### src/rtl/signed_alu_pkg.sv
// signed_alu_pkg: shared op encoding, flag positions and signed range helpers
package signed_alu_pkg;
  typedef enum logic [2:0] {
    OP_ADD, OP_SUB, OP_MUL, OP_CMP, OP_MAC, OP_ACLR, OP_RSV6, OP_RSV7
  } alu_op_t;
  localparam int FLAG_LT  = 0;
  localparam int FLAG_GT  = 1;
  localparam int FLAG_EQ  = 2;
  localparam int FLAG_OVF = 3;
  localparam int FLAG_ERR = 4;
  // Helpers work on 64-bit signed values, so callers keep width+1 <= 64
  function automatic logic signed [63:0] lim_hi(input int width);
    return (64'sd1 <<< (width - 1)) - 64'sd1;
  endfunction
  function automatic logic signed [63:0] lim_lo(input int width);
    return -(64'sd1 <<< (width - 1));
  endfunction
  function automatic logic ovf_signed(input logic signed [63:0] value, input int width);
    return value > lim_hi(width) || value < lim_lo(width);
  endfunction
  function automatic logic signed [63:0] sat_signed(input logic signed [63:0] value, input int width);
    return value > lim_hi(width) ? lim_hi(width) : value < lim_lo(width) ? lim_lo(width) : value;
  endfunction
endpackage

### src/rtl/signed_sat_addsub.sv
// signed_sat_addsub: exact WIDTH+1 add/sub with overflow detect and optional saturation
module signed_sat_addsub import signed_alu_pkg::*; #(
  parameter int WIDTH = 8
) (
  input  logic signed [WIDTH-1:0] a,
  input  logic signed [WIDTH-1:0] b,
  input  logic                    sub,
  input  logic                    sat_en,
  output logic signed [WIDTH-1:0] y,
  output logic                    ovf
);
  logic signed [WIDTH:0] exact;
  assign exact = sub ? (WIDTH+1)'(a) - (WIDTH+1)'(b) : (WIDTH+1)'(a) + (WIDTH+1)'(b);
  assign ovf = ovf_signed(64'(exact), WIDTH);
  assign y = sat_en ? WIDTH'(sat_signed(64'(exact), WIDTH)) : exact[WIDTH-1:0];
endmodule

### src/rtl/signed_alu_pipe.sv
// signed_alu_pipe: two-stage valid/ready signed ALU with saturation, flags and MAC accumulator
module signed_alu_pipe import signed_alu_pkg::*; #(
  parameter  int WIDTH = 8,
  parameter  int GUARD = 8,
  localparam int RES_W = 2*WIDTH,
  localparam int ACC_W = 2*WIDTH + GUARD
) (
  input  logic                    clk,
  input  logic                    rst_n,
  input  logic                    in_valid,
  output logic                    in_ready,
  input  logic [2:0]              op,
  input  logic                    sat_en,
  input  logic signed [WIDTH-1:0] a,
  input  logic signed [WIDTH-1:0] b,
  output logic                    out_valid,
  input  logic                    out_ready,
  output logic signed [RES_W-1:0] result,
  output logic [4:0]              flags,
  output logic signed [ACC_W-1:0] acc
);
  logic                    advance;
  logic                    s1_valid, s1_sat;
  alu_op_t                 s1_op;
  logic signed [WIDTH-1:0] s1_a, s1_b, as_y;
  logic signed [RES_W-1:0] s1_prod, result_d;
  logic signed [ACC_W:0]   acc_exact;
  logic signed [ACC_W-1:0] acc_d;
  logic [4:0]              flags_d;
  logic                    as_ovf, is_addsub, is_cmp, is_mac;
  assign advance = !out_valid || out_ready;
  assign in_ready = advance;
  always_ff @(posedge clk or negedge rst_n)
    if (!rst_n) begin
      s1_valid <= 1'b0;
      s1_op    <= OP_ADD;
      s1_sat   <= 1'b0;
      s1_a     <= '0;
      s1_b     <= '0;
      s1_prod  <= '0;
    end else if (advance) begin
      s1_valid <= in_valid;
      if (in_valid) begin
        s1_op   <= alu_op_t'(op);
        s1_sat  <= sat_en;
        s1_a    <= a;
        s1_b    <= b;
        s1_prod <= RES_W'(a) * RES_W'(b);
      end
    end
  signed_sat_addsub #(.WIDTH(WIDTH)) u_addsub (
    .a(s1_a), .b(s1_b), .sub(s1_op == OP_SUB), .sat_en(s1_sat), .y(as_y), .ovf(as_ovf)
  );
  // One extra bit keeps the accumulate exact so overflow is a range test
  assign acc_exact = (ACC_W+1)'(acc) + (ACC_W+1)'(s1_prod);
  always_comb begin
    is_addsub = s1_op == OP_ADD || s1_op == OP_SUB;
    is_cmp    = s1_op == OP_CMP;
    is_mac    = s1_op == OP_MAC;
    result_d  = is_addsub ? RES_W'(as_y) : (s1_op == OP_MUL || is_mac) ? s1_prod : '0;
    acc_d     = is_mac ? (s1_sat ? ACC_W'(sat_signed(64'(acc_exact), ACC_W)) : acc_exact[ACC_W-1:0])
              : s1_op == OP_ACLR ? '0 : acc;
    flags_d           = '0;
    flags_d[FLAG_LT]  = is_cmp && s1_a < s1_b;
    flags_d[FLAG_GT]  = is_cmp && s1_a > s1_b;
    flags_d[FLAG_EQ]  = is_cmp && s1_a == s1_b;
    flags_d[FLAG_OVF] = is_addsub ? as_ovf : is_mac && ovf_signed(64'(acc_exact), ACC_W);
    flags_d[FLAG_ERR] = s1_op inside {OP_RSV6, OP_RSV7};
  end
  always_ff @(posedge clk or negedge rst_n)
    if (!rst_n) begin
      out_valid <= 1'b0;
      result    <= '0;
      flags     <= '0;
      acc       <= '0;
    end else if (advance) begin
      out_valid <= s1_valid;
      if (s1_valid) begin
        result <= result_d;
        flags  <= flags_d;
        acc    <= acc_d;
      end
    end
endmodule
### config.mk
export PLATFORM = sky130hd
export DESIGN_NAME = signed_alu_pipe
export DESIGN_NICKNAME = d
export VERILOG_FILES = /design/src/rtl/signed_alu_pkg.sv /design/src/rtl/signed_sat_addsub.sv /design/src/rtl/signed_alu_pipe.sv
export SDC_FILE = /design/constraint.sdc
export NUM_CORES = 1
export LEC_CHECK = 0
export CAP_MARGIN = 20
export CORE_ASPECT_RATIO = 0.6
export CORE_UTILIZATION = 30
export CTS_BUF_LIST = sky130_fd_sc_hd__clkbuf_4
export CTS_CLUSTER_DIAMETER = 150
export DETAILED_ROUTE_END_ITERATION = 8
export PLACE_DENSITY = 0.48
export SLEW_MARGIN = 20
export SYNTH_ARGS = -nofsm -noshare
export SYNTH_HDL_FRONTEND = slang
export SYNTH_SLANG_ARGS = --single-unit
### constraint.sdc
create_clock -name clk -period 3.99 [get_ports clk]
set_input_delay 0.5985 -clock clk [delete_from_list [all_inputs] [get_ports clk]]
set_output_delay 0.5985 -clock clk [all_outputs]
set_load 0.02 [all_outputs]
### Yosys cells after proc, flatten, opt, wreduce, memory -nomap -nowiden

Cells that the tools add are included.

| storage, ports and cells | value |
|---|---|
| register bits after elaboration | 83 |
| input port bits | 24 |
| output and inout bits | 47 |
| word-level logic and storage cells | 56 |

| cells by class | value |
|---|---|
| add/sub/neg operators | 3 |
| $mul | 1 |
| order comparisons | 6 |
| eq/ne operators | 8 |
| mux-type cells | 12 |
| reductions and logical operators | 16 |

Operators by type and width:

| operator | number |
|---|---|
| 24-bit two-way mux | 5 |
| 16-bit two-way mux | 2 |
| 24-bit by 16-bit adder with 25-bit output | 1 |
| 25-bit by 24-bit > comparator with 1-bit output, second input constant | 1 |
| 25-bit by 24-bit < comparator with 1-bit output, second input constant | 1 |
| 8-bit two-way mux | 3 |
| 8-bit by 8-bit multiplier with 16-bit output | 1 |
| 3-bit equality test, second input constant | 4 |
| 8-bit by 8-bit adder with 9-bit output | 1 |
| 9-bit by 8-bit > comparator with 1-bit output, second input constant | 1 |
| 9-bit by 8-bit < comparator with 1-bit output, second input constant | 1 |
| 9-bit two-way mux | 1 |
| 8-bit by 8-bit subtractor with 9-bit output | 1 |
| 8-bit equality test | 1 |
| 8-bit > comparator | 1 |
| 8-bit < comparator | 1 |
| 3-bit by 2-bit equality test with 1-bit output, second input constant | 2 |
| 1-bit logical OR | 5 |
| 1-bit logical AND | 4 |
| 2-bit AND reduction | 2 |
| 2-bit nonzero test | 2 |
| 3-bit by 1-bit equality test with 1-bit output, second input constant | 1 |
| 3-bit zero test | 1 |
| 3-bit AND reduction | 1 |
| other kinds (2) | 2 |

### Depth between registers and ports, before layout

Gate-level depths: netlist (run 1).

| depth | value |
|---|---|
| depth in word-level cells | 7 |
| gate-level depth with buffers | 20 |
| gate-level depth less buffers | 19 |

### By module

Synthesis (run 1) repeated with hierarchy kept, for this count alone.

| unflattened totals | value |
|---|---|
| cells, all modules | 825 |
| area total of the unflattened synthesis | 7806.2 um^2 |

By module, submodules not included:

| module | instances | cells each | area an instance (um^2) | seq. area each (um^2) |
|---|---|---|---|---|
| signed_alu_pipe | 1 | 729 | 7093.1 | 2077.0 |
| signed_sat_addsub | 1 | 96 | 713.2 | 0.0 |

### Least setup slack after synthesis (run 1)

No wires, ideal clock.

| path | value |
|---|---|
| path type | input to register |
| from | in b[4] |
| to | reg s1_prod[14] |
| library setup time | 0.146 ns |
| arrival | 4.648 ns |
| data required time | 3.844 ns |
| setup slack | -0.804 ns |
| stages on the path | 19 |
| buffers on the path | 1 |
| cell sequence | clkbuf_1 > and2_1 > fa_1 > inv_1 > fa_1 > inv_1 > fa_1 > inv_1 > fa_1 > inv_1 > ha_1 > o21ai_0 > nand2b_1 > a21o_1 > a21o_1 > a21o_1 > a31oi_1 > mux2i_1 > o311ai_0 |

| on the way | value |
|---|---|
| cells in the longest elaborated chain, start to end | 1 |

RTL lines:

| item | RTL line | text |
|---|---|---|
| from (decl) | signed_alu_pipe.sv:15 | `input logic signed [WIDTH-1:0] b,` |
| 8-bit by 8-bit multiplier with 16-bit output | signed_alu_pipe.sv:48 | `s1_prod <= RES_W'(a) * RES_W'(b);` |
| to (signal assigned) | signed_alu_pipe.sv:48 |  |
| to (decl) | signed_alu_pipe.sv:26 | `logic signed [RES_W-1:0] s1_prod, result_d;` |

Every way passes these cells.
A chain may end at the register's enable or synchronous reset.

### Worst setup path in the final report (run 1)

| path | value |
|---|---|
| from | in b[2] |
| to | reg s1_prod[12] |

The elaborated chain is that of the path after synthesis.

==> results of run 1 <==
[flip-flops by register name, summed over array words and instances (netlist names)]
register   cells
result        16
s1_prod       16
s1_a           8
s1_valid       1
s1_op          3
acc           24
flags          5
out_valid      1
s1_b           8
s1_sat         1
[cell type report]
class	count	share of cell area
multi-input combinational	604	0.5474
clock inverter	5	0.003232
clock buffer	10	0.007757
antenna	1	0.0002586
tap	322	0.04163
sequential	83	0.2146
inverter	101	0.03969
timing repair buffer	158	0.1454
[worst register-to-register path, cell delays in order (launching register included)]
cell       delay [ps]
dfrtp_1           430
ha_1              260
fa_1              430
a21o_1            210
a221oi_2          320
o21a_1            280
o2111ai_1         190
a21o_1            250
and2_1            190
o31a_2            510
a221o_1           380
[per-layer routing]
metal	up-vias	wire [um]	global-route usage
li1	3046	-	-
met2	75	7824	0.2073
met5	-	0	0
met3	8	581	0.03115
met4	0	96	0.02222
met1	2997	12490	0.2858
[stage by stage]
step	utilization	area, sq um
after floorplan	-	7745
after global placement	0.3752	9213
after detailed placement	0.3752	9213
after CTS	0.3828	9399
after global routing	0.3942	9678
final	0.3942	9678
[repair_timing]
item | in CTS | in global routing
resized for setup | 99 | 51
setup buffers | 8 | 7
setup endpoints to repair | 8 | 6
hold buffers | 0 | 1
endpoints found under the hold margin | 0 | 14
pin swaps | 25 | 41
[power breakdown]
part | internal (W) | total [W] | switching (W)
Sequential | 0.00113 | 0.00146 | 0.000327
Combinational | 0.00245 | 0.00501 | 0.00256
Clock | 0.000128 | 0.000446 | 0.000318
[placed cells by master, fill, tap and decap left out, drive strengths merged, types with 21 or more instances in the layout]
cell	count
xnor2	32
and2	35
ha	69
nand3	23
inv	101
a21o	26
buf	101
mux2	23
o21ai	39
a21oi	48
dfrtp	83
a221o	21
fa	58
nand2	88
clkdlybuf4s50	53
nor2	35
[final timing paths]
| path | startpoint | endpoint | depth (start not counted) |
|---|---|---|---|
| setup / recovery | b[2] | s1_prod[12]$_DFFE_PN0P_ | 19 |
| hold / removal | a[5] | s1_a[5]$_DFFE_PN0P_ | 3 |
| setup reg to reg | acc[0]$_DFFE_PN0P_ | acc[12]$_DFFE_PN0P_ | 10 |
| hold reg to reg | flags[4]$_DFFE_PN0P_ | flags[4]$_DFFE_PN0P_ | 2 |
| max in group asynchronous | rst_n | result[10]$_DFFE_PN0P_ | 3 |
| min in group asynchronous | rst_n | s1_op[0]$_DFFE_PN0P_ | 2 |
[cell families after synthesis]
family	count (synthesis)
flops	83
buf+inv	132
simple gates	229
xor+xnor	45
compound gates	179
mux	24
fa+ha+maj	127
==> results.py, run 1 <==
metrics = {
    "status": {
        "status": "finished, violations left",
        "violations": "negative setup slack",
    },
    "logic_synthesis": {
        "synthAdderAreaFrac": 0.2655,
        "ys_ff_latch": 83,
        "yosys.cell_types.count": 61,
        "synth_area_leaders": "dfrtp_1 (27%), fa_1 (15%), ha_1 (11%)",
        "synthArstFlopShare": 1.000,
        "yosys.area_share.simple": 0.1463,
        "synthMuxAreaShare": 0.03527,
        "syn-cell-area_sq_um": 7626,
        "synth_seq_area_share": 0.2724,
        "synth_edf_count": 0,
        "synthXorXnorAreaFrac": 0.05168,
        "synthTopCellsByCount": "inv_1 (101), nand2_1 (88), dfrtp_1 (83)",
        "syn_inst": 819,
        "synth_compound_area_frac": 0.1619,
        "synth_top_family_by_area": "adder cells",
        "yosys_warnings": 0,
        "synth_flop_cell": "dfrtp_1",
        "yosysMostFrequentCell": "inv_1",
        "syn_nets": 970,
        "yosys.area.top_type": "dfrtp_1",
        "syn_avg_cell_area_sq_um": 9.311,
        "synth.top_cell.area_share": 0.2724,
    },
    "worst_hold_path": {
        "hold_path.class": "input pin to flip-flop",
    },
    "critical_path": {
        "cpMostUsedCell": "fa_1",
        "critPathKind": "input pin to flip-flop",
        "critical_path.max_fanout": 5,
        "cp-start-kind": "input pin",
        "crit_path_top_delay_cell": "fa_1",
        "crit_family": "adder cells",
        "r2r_slack_ps": 410,
        "critPathArrivalTime_ps": 4430,
        "cp.buffers_inverters": 5,
        "worstPathRequired_ps": 4320,
        "path_cells": "buf_12, and2_4, fa_1, inv_1, fa_1, inv_2, fa_1, inv_2, fa_1, inv_2, ha_4, o21ai_2, nand2b_1, a21o_1, a21o_1, a21o_1, a21oi_1, xor2_1, o21ai_0",
        "slowest_delay_ps": 520,
        "end_kind": "flip-flop",
    },
    "die": {
        "start_util": 0.3106,
        "die_y_um": 125.5,
        "io-pin-count": 71,
        "die_area_sq_um": 26080,
        "fp.coreArea_sq_um": 24550,
        "fp.dieW_um": 207.8,
        "num_rows": 44,
    },
    "finish": {
        "stdcell_count": 1284,
        "drive_gt1_frac": 0.2164,
        "num-fill-cells": 2485,
        "layout.nets": 1108,
        "multi_input_area_sq_um": 5298,
        "syn_to_final_growth_pct": 26.91,
        "register_area_sq_um": 2077,
    },
    "timing": {
        "finalHoldViolCount": 0,
        "fin_tns_setup_ps": -392.2,
        "rsz0062_at_grt": "yes",
        "min_period_over_period": 1.028,
        "fin_hold_ws_ps": 475.7,
        "period_needed_ps": 4102,
        "slew_headroom": 0.4960,
        "final_max_slew_viol_count": 0,
        "fmax_mhz": 243.8,
        "setup_viol": 5,
        "fin_ws_ps": -111.7,
        "worst_pin_slew_ps": 753.4,
        "skew_ps": 21.14,
    },
    "route": {
        "routed_wl_um": 21000,
        "drt_iter0_markers": 328,
        "firstDrtPassIters": 4,
        "via_count": 6126,
        "via_per_inst": 4.771,
        "drc": 0,
        "ant_nets": 0,
        "wl_per_cell_um": 16.35,
    },
    "power_and_ir_drop": {
        "power.total_w": 0.006915,
        "powerDensity_nw_per_um2": 714.5,
        "p_leak_nw": 4.594,
        "ir_drop_mv": 0.3182,
    },
    "placement": {
        "place_ws_ps": -1238,
        "place_congestion": 0.8100,
        "dp_hpwl_um": 16320,
        "dp_cells": 1251,
        "io_buffers": 70,
    },
    "cts": {
        "tritoncts": "done",
        "clkLatencyLatePin_ps": 480,
        "ctsLongestPathBuffers": 2,
        "htree_levels": 3,
        "cts_root_buf": "clkbuf_4",
        "cts.sink_count": 83,
        "clk_pin_slew_ps": 130,
        "cts_inserted_buffers": 9,
    },
    "grt": {
        "grt_usage": 0.1666,
        "grt_max_degree": 74,
        "grt_pass1_vias": 5979,
        "gr-total-overflow": 0,
        "grt_antenna_before_repair": 1,
        "grt_pass1_wl_um": 33840,
    },
    "run": {
        "drv_cap": 0,
    },
}
No activity file was read; power rests on OpenSTA's default activity.
==> run 2: changes to the inputs <==
Settings changed: SETUP_SLACK_MARGIN set to 0.5, SKIP_LAST_GASP set to 1.
==> results.py, run 2 (synthesis gave the netlist of run 1 again) <==
metrics = {
    "route": {
        "drc": 0,
        "ant_nets": 0,
        "via_per_inst": 4.833,
        "routed_wl_um": 21410,
        "wl_per_cell_um": 16.74,
        "firstDrtPassIters": 5,
        "via_count": 6181,
        "drt_iter0_markers": 274,
    },
    "timing": {
        "period_needed_ps": 4125,
        "final_max_slew_viol_count": 0,
        "skew_ps": 19.03,
        "setup_viol": 3,
        "rsz0062_at_grt": "yes",
        "slew_headroom": 0.3758,
        "fin_ws_ps": -134.5,
        "finalHoldViolCount": 0,
        "min_period_over_period": 1.034,
        "worst_pin_slew_ps": 933.1,
        "fin_tns_setup_ps": -248.9,
        "fmax_mhz": 242.5,
    },
    "critical_path": {
        "worst-path-stages": 21,
        "critPathLaunch": "a[7]",
        "critPathArrivalTime_ps": 4450,
        "worstPathRequired_ps": 4310,
        "critical_path.max_fanout": 4,
        "cp.buffers_inverters": 9,
        "cp-start-kind": "input pin",
        "crit_family": "adder cells",
        "reg2reg_depth": 10,
        "r2r_slack_ps": 570,
        "end_kind": "flip-flop",
        "worstReg2RegStart": "s1_prod[15]$_DFFE_PN0P_",
        "path_cells": "buf_6, buf_6, and2_4, buf_4, buf_4, ha_4, inv_4, buf_4, fa_1, inv_2, fa_1, inv_2, fa_1, inv_2, ha_4, and3_4, a211oi_4, o21ai_1, a21oi_1, xnor2_1, o21ai_1",
        "crit_path_top_delay_cell": "fa_1",
        "slowest_delay_ps": 550,
        "critPathKind": "input pin to flip-flop",
        "cp-endpoint": "s1_prod[15]$_DFFE_PN0P_",
        "rr_endpoint": "acc[21]$_DFFE_PN0P_",
    },
    "power_and_ir_drop": {
        "p_int_w": 0.003903,
        "p_leak_nw": 4.599,
        "seq_power_share": 0.201,
        "ir_drop_mv": 0.3280,
        "powerDensity_nw_per_um2": 737.5,
        "switchingPower_w": 0.003315,
        "power_frac_clock": 0.073,
        "combPwrFrac": 0.726,
        "power.total_w": 0.007218,
        "switching_share": 0.4593,
    },
    "grt": {
        "grt_pass1_wl_um": 34010,
        "grt_max_degree": 62,
        "grt_pass1_vias": 5917,
        "grt_antenna_before_repair": 0,
        "grt_usage": 0.1685,
        "gr-total-overflow": 0,
    },
    "placement": {
        "io_buffers": 70,
        "place_ws_ps": -1158,
        "dp_hpwl_um": 16640,
        "place_congestion": 0.8211,
        "dpl-instance-area_sq_um": 9178,
    },
    "cts": {
        "ctsLongestPathBuffers": 2,
        "clk_pin_slew_ps": 140,
        "cts_inserted_buffers": 9,
        "htree_levels": 3,
        "cts.sink_count": 83,
        "clkLatencyLatePin_ps": 470,
        "tritoncts": "done",
        "cts_root_buf": "clkbuf_4",
    },
    "finish": {
        "syn_to_final_growth_pct": 28.33,
        "drive_gt1_frac": 0.2416,
        "num-fill-cells": 2493,
        "fin_area_sq_um": 9787,
        "final_cell_mix": "dfrtp_1 (83), inv_1 (80), nand2_1 (79), buf_4 (71), ha_1 (56)",
        "largest_reg_flops": 24,
        "top_register": "acc",
        "layout.nets": 1102,
        "top_regs": "acc x24, result x16, s1_prod x16",
        "final_common_cell": "dfrtp_1",
    },
    "die": {
        "start_util": 0.3106,
        "die_y_um": 125.5,
        "fp.coreArea_sq_um": 24550,
        "num_rows": 44,
        "io-pin-count": 71,
        "die_area_sq_um": 26080,
        "fp.dieW_um": 207.8,
    },
    "worst_hold_path": {
        "hold_path.class": "input pin to asynchronous set/reset pin",
    },
    "status": {
        "violations": "negative setup slack",
        "status": "finished, violations left",
    },
    "run": {
        "drv_cap": 0,
    },
}
run 2: worst reg2reg max path, cell delays in order (launching register included):
cell	delay (ps)
dfrtp_1	700
ha_1	400
a21oi_1	170
o21ai_0	120
or3_1	390
nor3_2	200
or2_1	190
o311ai_2	150
buf_4	190
o31a_4	460
a221o_1	360
run 2: through the flow:
stage,instances,utilization,hold slack (ps)
5_1_grt,1278,0.3985,225.1
3_3_place_gp,1246,0.3738,461.8
3_5_place_dp,1246,0.3738,473.4
2_1_floorplan,819,-,302.9
6_report,1279,0.3986,198.3
4_1_cts,1273,0.3883,209.2
run 2: worst min-delay path by stage:
stage	cells after the start	startpoint	end
finish	1	rst_n	s1_op[0]$_DFFE_PN0P_
global route	1	rst_n	s1_op[0]$_DFFE_PN0P_
CTS	1	rst_n	result[4]$_DFFE_PN0P_
detailed placement	2	flags[4]$_DFFE_PN0P_	flags[4]$_DFFE_PN0P_
global placement	2	flags[4]$_DFFE_PN0P_	flags[4]$_DFFE_PN0P_
floorplan	0	rst_n	acc[0]$_DFFE_PN0P_
run 2: layout make-up:
cell class                 instances  area, sq um  area share
multi-input combinational        604         5424      0.5542
sequential                        83         2077      0.2122
timing repair buffer             152         1355      0.1385
tap                              322        402.9     0.04117
inverter                         101        384.1     0.03925
clock buffer                      10        75.07    0.007671
clock inverter                     6        66.31    0.006776
antenna                            1        2.502   0.0002557
run 2: power by group through the flow:
stage               sequential [W]  combinational, W  clock [W]
floorplan                  0.00157           0.00296          0
global placement           0.00148           0.00462          0
detailed placement         0.00147           0.00463          0
CTS                        0.00146           0.00487   0.000549
global route               0.00150           0.00578   0.000586
finish                     0.00145           0.00524   0.000524
run 2: timing repair:
| item | in CTS | in global routing |
|---|---|---|
| endpoints found under the setup margin | 34 | 30 |
| cloned | 0 | 0 |
| setup buffers | 11 | 5 |
| resized for setup | 112 | 67 |
| pin swaps | 35 | 58 |
| hold buffers | 0 | 0 |
run 2: metal layers:
layer	GRT usage	routed length, um	vias up	part of all wire
met5	0	0	-	0
met4	0.02658	143	0	0.0067
met3	0.03165	933	13	0.044
met2	0.2075	7967	118	0.37
met1	0.2893	12360	3011	0.58
li1	-	-	3039	-
